## config.mk

```make
export PLATFORM = sky130hd
export DESIGN_NAME = axis_mash11_mod
export DESIGN_NICKNAME = d
export VERILOG_FILES = /design/src/rtl/axis_mash11_mod_pkg.sv /design/src/rtl/axis_mash11_mod_stage.sv /design/src/rtl/axis_mash11_mod.sv
export SDC_FILE = /design/constraint.sdc
export NUM_CORES = 1
export LEC_CHECK = 0
export CAP_MARGIN = 20
export CORE_ASPECT_RATIO = 1.1
export CORE_MARGIN = 2
export CORE_UTILIZATION = 40
export DETAILED_ROUTE_END_ITERATION = 10
export PLACE_DENSITY = 0.57
export SLEW_MARGIN = 20
export SYNTH_ARGS = -nofsm -noshare
export SYNTH_HDL_FRONTEND = slang
export SYNTH_HIERARCHICAL = 1
export SYNTH_SLANG_ARGS = --single-unit
```

## constraint.sdc

```tcl
create_clock -name aclk -period 9.1 [get_ports aclk]
set_clock_uncertainty 0.1 [all_clocks]
set_input_delay 0.91 -clock aclk [delete_from_list [all_inputs] [get_ports aclk]]
set_output_delay 0.91 -clock aclk [all_outputs]
set_load 0.01 [all_outputs]
```

## src/rtl/axis_mash11_mod_pkg.sv

```systemverilog
// Shared types, constants and helpers for the MASH 1-1 modulator.
// Optional dither: define AXIS_MASH_DITHER_EN to enable the LFSR carry-in.
package mash_pkg;

    typedef logic [1:0] mash_code_t;

    localparam int          CODE_OFFSET = 1;
    localparam logic [15:0] LFSR_SEED   = 16'hACE1;
    // Fibonacci taps at bits 16,14,13,11 (1-based) -> positions 15,13,12,10.
    localparam logic [15:0] LFSR_TAPS   = 16'hB400;

    // Tick counter width; never narrower than one bit so OSR=1 still elaborates.
    function automatic int cnt_width(input int osr);
        if (osr <= 2) begin
            return 1;
        end else begin
            return $clog2(osr);
        end
    endfunction

    // Next LFSR input bit: XOR of the tapped state bits.
    function automatic logic lfsr_feedback(input logic [15:0] state);
        return ^(state & LFSR_TAPS);
    endfunction

endpackage

```

## src/rtl/axis_mash11_mod_stage.sv

```systemverilog
// One first-order accumulator stage of the MASH 1-1 modulator.
// The sum output is the value the accumulator takes on the next enabled edge.
module mash_stage
    import mash_pkg::*;
#(
    parameter int WIDTH = 16
) (
    input  logic             i_clk,
    input  logic             i_rst,
    input  logic             i_en,
    input  logic [WIDTH-1:0] i_addend,
    input  logic             i_cin,
    output logic [WIDTH-1:0] o_sum,
    output logic             o_cout
);

    logic [WIDTH-1:0] r_acc;
    logic [WIDTH:0]   w_sum_full;

    assign w_sum_full = {1'b0, r_acc} + {1'b0, i_addend} + {{WIDTH{1'b0}}, i_cin};
    assign o_sum      = w_sum_full[WIDTH-1:0];
    assign o_cout     = w_sum_full[WIDTH];

    // Accumulate modulo 2^WIDTH on every enabled cycle; carry leaves as o_cout.
    always_ff @(posedge i_clk) begin
        if (i_rst) begin
            r_acc <= {WIDTH{1'b0}};
        end else if (i_en) begin
            r_acc <= w_sum_full[WIDTH-1:0];
        end else begin
            r_acc <= r_acc;
        end
    end

endmodule

```

## src/rtl/axis_mash11_mod.sv

```systemverilog
// Second-order MASH 1-1 delta-sigma modulator, AXI-Stream sample in, 2-bit code out.
// Optional feature macro: AXIS_MASH_DITHER_EN (LFSR dither on the stage-1 carry-in).
module axis_mash11_mod
    import mash_pkg::*;
#(
    parameter int WIDTH = 16,
    parameter int OSR   = 64
) (
    input  logic             aclk,
    input  logic             arst,
    input  logic [WIDTH-1:0] s_axis_data_tdata,
    input  logic             s_axis_data_tvalid,
    output logic             s_axis_data_tready,
    output mash_code_t       m_axis_data_tdata,
    output logic             m_axis_data_tvalid,
    output logic             underflow,
    input  logic             underflow_clr
);

    localparam int             CNT_W    = cnt_width(OSR);
    localparam logic [CNT_W-1:0] CNT_LAST = CNT_W'(OSR - 1);

    logic [WIDTH-1:0] r_x;
    logic [CNT_W-1:0] r_cnt;
    logic             r_active;
    logic             r_c2_prev;

    logic             w_tick;
    logic             w_wrap;
    logic             w_load;
    logic             w_d;
    logic [WIDTH-1:0] w_s1_sum;
    logic [WIDTH-1:0] w_s2_sum;
    logic             w_c1;
    logic             w_c2;
    logic [2:0]       w_code_wide;

    assign w_tick             = r_active;
    assign w_wrap             = (r_cnt == CNT_LAST);
    assign s_axis_data_tready = !r_active || w_wrap;
    assign w_load             = s_axis_data_tvalid && s_axis_data_tready;

`ifdef AXIS_MASH_DITHER_EN
    logic [15:0] r_lfsr;

    // Dither source: advances once per modulator tick, bit 0 feeds stage 1.
    always_ff @(posedge aclk) begin
        if (arst) begin
            r_lfsr <= LFSR_SEED;
        end else if (w_tick) begin
            r_lfsr <= {r_lfsr[14:0], lfsr_feedback(r_lfsr)};
        end else begin
            r_lfsr <= r_lfsr;
        end
    end

    assign w_d = r_lfsr[0];
`else
    assign w_d = 1'b0;
`endif

    mash_stage #(.WIDTH(WIDTH)) u_stage1 (
        .i_clk    (aclk),
        .i_rst    (arst),
        .i_en     (w_tick),
        .i_addend (r_x),
        .i_cin    (w_d),
        .o_sum    (w_s1_sum),
        .o_cout   (w_c1)
    );

    mash_stage #(.WIDTH(WIDTH)) u_stage2 (
        .i_clk    (aclk),
        .i_rst    (arst),
        .i_en     (w_tick),
        .i_addend (w_s1_sum),
        .i_cin    (1'b0),
        .o_sum    (w_s2_sum),
        .o_cout   (w_c2)
    );

    // y + 1 = c1 + c2 + 1 - c2_prev never goes negative, so unsigned 3-bit math is exact.
    assign w_code_wide = {2'b00, w_c1} + {2'b00, w_c2} + 3'(CODE_OFFSET) - {2'b00, r_c2_prev};

    // Sample capture, tick counter, noise-cancel history, output code and underflow flag.
    always_ff @(posedge aclk) begin
        if (arst) begin
            r_x                <= {WIDTH{1'b0}};
            r_cnt              <= {CNT_W{1'b0}};
            r_active           <= 1'b0;
            r_c2_prev          <= 1'b0;
            m_axis_data_tdata  <= 2'b00;
            m_axis_data_tvalid <= 1'b0;
            underflow          <= 1'b0;
        end else begin
            if (w_load) begin
                r_x      <= s_axis_data_tdata;
                r_active <= 1'b1;
            end
            if (w_tick) begin
                r_cnt              <= w_wrap ? {CNT_W{1'b0}} : r_cnt + CNT_W'(1);
                r_c2_prev          <= w_c2;
                m_axis_data_tdata  <= w_code_wide[1:0];
                m_axis_data_tvalid <= 1'b1;
            end
            // A missed sample slot outranks a same-cycle clear.
            if (w_tick && w_wrap && !s_axis_data_tvalid) begin
                underflow <= 1'b1;
            end else if (underflow_clr) begin
                underflow <= 1'b0;
            end
        end
    end

    // Stage-2 sum only feeds the internal accumulator.
    logic w_unused;
    assign w_unused = ^w_s2_sum;

endmodule

```

==> impl_metrics.tcl, run 1 <==
set metrics [dict create \
    p_int_mw 0.620 \
    pre_cts_slack_ps 4630 \
    cts-root-buf "clkbuf_16" \
    seqPwrFrac_pct 34.4 \
    holdBufCountCts 0 \
    die_x_um 102 \
    clock_latency_ps 330 \
    whs_path_depth 2 \
    drive_gt1_share_pct 7.89 \
    cts_setup_buffers 0 \
    antenna_found_initial 0 \
    syn_area_per_cell_sq_um 8.71 \
    rows 39 \
    start_kind "flip-flop" \
    die_h_um 112 \
    finalHoldViolCount 0 \
    synthCells 487 \
    crit_top_cell "fa_1" \
    gp_congestion 0.915 \
    drtPass1Iterations 4 \
    min_period_ps 4530 \
    drc 0 \
    p_switching_mw 0.225 \
    port_buffers 24 \
    cts_buffers 9 \
    routedWlPerCell_um 14.5 \
    area_growth_pct 14.8 \
    pwr_density_cell_mw_per_mm2 174 \
    p_comb_share_pct 18.0 \
    synthesis.area_sq_mm 0.00424 \
    nFillCells 1064 \
    cp.arrival_ps 4670 \
    cellLeakagePower_nw 2.02 \
    design.core.area_sq_mm 0.0103 \
    end_kind "flip-flop" \
    clockBufferDepth 2 \
    rsz0062_at_grt "no" \
    grt_max_degree 77 \
    crit_chain "fa_1 > fa_1 > a21oi_1 > o211ai_1 > a211o_1 > a21o_2 > and2_1 > ha_1 > nand4_1 > nand3b_1 > and2_1 > o21ai_0 > inv_1 > fa_1 > a211oi_1" \
    critPathTopFamily "adder cells" \
    synth_warnings 6 \
    fin_crit_sh_pct 49.8 \
    grt_pass1_vias 3540 \
    initial_core_util_pct 41.0 \
    p_clk_share_pct 47.6 \
    hp-class "reg2reg" \
    clkSinkCount 60 \
    overflow 0 \
    worstMarginPinSlew_ps 680 \
    viasPerCell 5.45 \
    crit_required_ps 9240 \
    dp_hpwl_um 6810 \
    power_switching_share_pct 26.6 \
    cpMaxStageDelayCell "fa_1" \
    max_slew_margin_pct 54.5 \
    fmax_mhz 221 \
    crit_cells 15 \
    num_vias 3543 \
    drv_cap 0 \
    tns_ps 0 \
    h-tree-depth 3 \
    peakVddDrop_mv 0.111 \
    dieArea_sq_mm 0.0114 \
    cp_max_fo 9 \
    routed_wirelength_um 9420 \
    crit_buf_inv 1 \
    setup_viol_count_final 0 \
    grt.total_usage_pct 17.9 \
    outcome "completed" \
    cts-resized-gates 0 \
    clkTransAtPathRegs_ps 50 \
    crit_type "reg2reg" \
    cts_tree "yes" \
    fin_ws_ps 4570 \
    cpPeakStageDelay_ps 470 \
    rr_worst_depth 15 \
    grt_pass1_wl_um 16300 \
    io_pins 25 \
    nets 558 \
    drt-initial-drc-count 182 \
    antenna_cells 0 \
    drtAntennaViolNets 0 \
    slew_viol_final 0 \
]
==> path summary, 6_finish.rpt <==
path | from | endpoint | slack [ps]
min | m_axis_data_tvalid$_SDFFE_PP0P_ | m_axis_data_tvalid$_SDFFE_PP0P_ | 360
max reg2reg | r_x[0]$_SDFFE_PP0P_ | m_axis_data_tdata[0]$_SDFFE_PP0P_ | 4570
min reg2reg | m_axis_data_tvalid$_SDFFE_PP0P_ | m_axis_data_tvalid$_SDFFE_PP0P_ | 360
max | r_x[0]$_SDFFE_PP0P_ | m_axis_data_tdata[0]$_SDFFE_PP0P_ | 4570
==> placed cells by master (no fill, tap or decap), types with 3 or more instances in the layout <==
| cell | count |
|---|---|
| dfxtp_1 | 59 |
| nor2_1 | 44 |
| nand2b_1 | 38 |
| a21oi_1 | 32 |
| ha_1 | 31 |
| mux2i_1 | 29 |
| nand2_1 | 26 |
| clkdlybuf4s50_1 | 23 |
| o21ai_0 | 19 |
| inv_1 | 16 |
| nand4_1 | 14 |
| nand3_1 | 11 |
| xor2_1 | 9 |
| clkbuf_16 | 9 |
| a21o_1 | 9 |
| xnor2_1 | 9 |
| o211ai_1 | 7 |
| a211oi_1 | 6 |
| and2_1 | 6 |
| nor3_1 | 6 |
| o21bai_1 | 5 |
| fa_1 | 5 |
| o21a_1 | 5 |
| a221o_1 | 4 |
| a32o_1 | 4 |
| nor2b_1 | 3 |
| or3_1 | 3 |
| bufinv_16 | 3 |
| or4_1 | 3 |
| a211o_1 | 3 |
| a31oi_1 | 3 |
| o311ai_0 | 3 |
==> worst min-delay path, stage by stage (launching register included) <==
cell     delay (ps)
dfxtp_1         320
nor2_1           40
nor2_1           60
==> per-stage QoR <==
step / util (%) / total power, mW / std cells / area [sq um] / hold slack, ps
global route: 47.0 / 0.886 / 650 / 4870 / 393
CTS: 47.0 / 0.857 / 650 / 4870 / 366
finish: 47.0 / 0.846 / 650 / 4870 / 360
global placement: 43.7 / 0.446 / 634 / 4520 / 342
floorplan: - / 0.419 / 488 / 4240 / 329
detailed placement: 43.7 / 0.450 / 634 / 4520 / 353
==> sequential cells by signal, summed over array words and instances, names as in the netlist <==
signal,count
m_axis_data_tdata,2
m_axis_data_tvalid,1
r_active,1
r_c2_prev,1
r_cnt,6
r_x,16
u_stage1/r_acc,16
u_stage2/r_acc,16
underflow,1
==> power by group through the flow <==
stage	registers, mW	logic (mW)	clock network, mW
floorplan	0.294	0.125	0
global placement	0.296	0.150	0
detailed placement	0.297	0.153	0
CTS	0.292	0.154	0.412
global route	0.293	0.171	0.421
finish	0.291	0.152	0.402
==> final cells by class <==
class                      count  area (sq um)  share of cell area [%]
sequential                    60          1200                    24.7
multi-input combinational    389          2820                    58.0
timing repair buffer          26           250                    5.14
inverter                      16          60.1                    1.23
clock buffer                  10           239                    4.91
clock inverter                 6           111                    2.29
tap                          143           179                    3.68
==> per-layer routing <==
layer / vias to the layer above / track usage, % / part of all wire, %
met5: - / 0 / 0
met4: 0 / 8.80 / 2.5
met3: 16 / 2.82 / 2.7
met2: 48 / 29.7 / 47
met1: 1666 / 22.3 / 47
li1: 1813 / - / -
Power figures use the tool's default switching activity.
==> run 2, diff against run 1 <==
- clock period: 9.1 -> 4.3 ns (I/O delays scaled with it)
==> impl_metrics.tcl, run 2 (synthesis gave the netlist of run 1 again) <==
set metrics [dict create \
    drc 0 \
    endpoint "m_axis_data_tdata[0]$_SDFFE_PP0P_" \
    grt_pass1_wl_um 16400 \
    holdBufCountCts 0 \
    cp_max_fo 2 \
    cp.arrival_ps 4280 \
    hp-class "reg2reg" \
    die_x_um 102 \
    regToRegEndpoint "m_axis_data_tdata[0]$_SDFFE_PP0P_" \
    start_kind "flip-flop" \
    crit_required_ps 4450 \
    cts_tree "yes" \
    die_h_um 112 \
    grt.total_usage_pct 18.1 \
    area_growth_pct 14.2 \
    crit_buf_inv 1 \
    timing.rr.start "r_x[0]$_SDFFE_PP0P_" \
    max_slew_margin_pct 54.2 \
    crit_chain "fa_1 > fa_2 > a21oi_2 > o211ai_1 > a211o_1 > a21o_2 > and2_1 > ha_1 > nand4_1 > nand3b_1 > and2_1 > o21ai_1 > inv_1 > fa_1 > a211oi_1" \
    utilization_pct 46.8 \
    routed_wirelength_um 9510 \
    viasPerCell 5.41 \
    rr_worst_depth 15 \
    crit_cells 15 \
    design.core.area_sq_mm 0.0103 \
    top_regs "r_x (16), u_stage1/r_acc (16), u_stage2/r_acc (16)" \
    drive_gt1_share_pct 8.82 \
    nets 561 \
    initial_core_util_pct 41.0 \
    dieArea_sq_mm 0.0114 \
    worst_hold_slack_ps 358 \
    fmax_mhz 242 \
    dp_hpwl_um 7020 \
    slew_viol_final 0 \
    antenna_found_initial 0 \
    grt_max_degree 42 \
    fin_crit_sh_pct 96.1 \
    multiInputGateArea_sq_mm 0.00283 \
    worstMarginPinSlew_ps 669 \
    reg2reg_setup_slack_ps 170 \
    overflow 0 \
    routedWlPerCell_um 14.6 \
    drtPass1Iterations 4 \
    min_period_ps 4130 \
    ff_latch_area_sq_mm 0.00120 \
    gp_congestion 0.870 \
    h-tree-depth 3 \
    crit_type "reg2reg" \
    antenna_cells 0 \
    clkTransAtPathRegs_ps 50 \
    drv_cap 0 \
    setup_viol_count_final 0 \
    cpMaxStageDelayCell "fa_1" \
    final_cell_mix "59 x dfxtp_1, 43 x nor2_1, 38 x nand2b_1, 31 x a21oi_1, 31 x ha_1" \
    clockBufferDepth 2 \
    drt-initial-drc-count 159 \
    totalPowerFinal_mw 1.66 \
    cts_buffers 9 \
    crit_start "r_x[0]$_SDFFE_PP0P_" \
    io_pins 25 \
    place_inst 637 \
    grt_pass1_vias 3490 \
    num_vias 3530 \
    nFillCells 1037 \
    end_kind "flip-flop" \
    peakVddDrop_mv 0.212 \
    pwr_density_cell_mw_per_mm2 342 \
    layout_commonest_cell "dfxtp_1" \
    finalHoldViolCount 0 \
    drtAntennaViolNets 0 \
    dpl-instance-area_sq_mm 0.00454 \
    rows 39 \
    port_buffers 24 \
    cpPeakStageDelay_ps 460 \
    clkSinkCount 60 \
    cellLeakagePower_nw 1.99 \
    fin_cells 653 \
    outcome "completed" \
    clock_latency_ps 340 \
    final_area_sq_mm 0.00484 \
    critPathTopFamily "adder cells" \
    cts-root-buf "clkbuf_16" \
]
[run 2: worst reg2reg max path: cells and delay by family (launching register included)]
family,cells,cell delay [ps]
DFF,1,330
buffers and inverters,1,70
AOI/OAI and AO/OA,6,1280
and+or+nand+nor,4,700
adders and majority gates,4,1580
[run 2: power by group]
group / total [mW] / switching [mW] / internal (mW)
clock: 0.712 / 0.266 / 0.447
combinational: 0.320 / 0.179 / 0.141
sequential: 0.623 / 0.0301 / 0.593
[run 2: final cells by class]
class                   count  area share [%]
well taps                 143            3.70
clock inverters             6            1.34
flip-flops and latches     60            24.8
inverters                  16            1.24
clock buffers              10            4.73
repair buffers             29            5.63
multi-input cells         389            58.5
[run 2: per-stage QoR]
step	TNS, ps	worst slack, ps
global route	-9.85	-9.85
finish	0	166
global placement	0	140
detailed placement	0	70.5
floorplan	0	209
CTS	0	38.7
[run 2: routing by layer]
metal  vias up  track usage [%]  routed length (um)
met3         9             3.45                 236
li1       1819                -                   -
met4         0             7.38                 191
met1      1659             23.0                4460
met2        43             29.7                4620
met5         -                0                   0
[run 2: how the worst min path moves through the flow]
stage / from / slack [ps] / to / depth (start not counted)
floorplan: u_stage1/r_acc[11]$_SDFFE_PP0P_ / 330 / u_stage1/r_acc[11]$_SDFFE_PP0P_ / 2
finish: m_axis_data_tvalid$_SDFFE_PP0P_ / 360 / m_axis_data_tvalid$_SDFFE_PP0P_ / 2
CTS: m_axis_data_tvalid$_SDFFE_PP0P_ / 370 / m_axis_data_tvalid$_SDFFE_PP0P_ / 2
global route: u_stage2/r_acc[14]$_SDFFE_PP0P_ / 390 / u_stage2/r_acc[14]$_SDFFE_PP0P_ / 1
global placement: u_stage1/r_acc[11]$_SDFFE_PP0P_ / 340 / u_stage1/r_acc[11]$_SDFFE_PP0P_ / 2
detailed placement: m_axis_data_tvalid$_SDFFE_PP0P_ / 350 / m_axis_data_tvalid$_SDFFE_PP0P_ / 2
[run 2: timing repair]
item                       4_1_cts  5_1_grt
gates resized for setup          0        4
setup endpoints to repair        0        2
setup buffers                    0        0
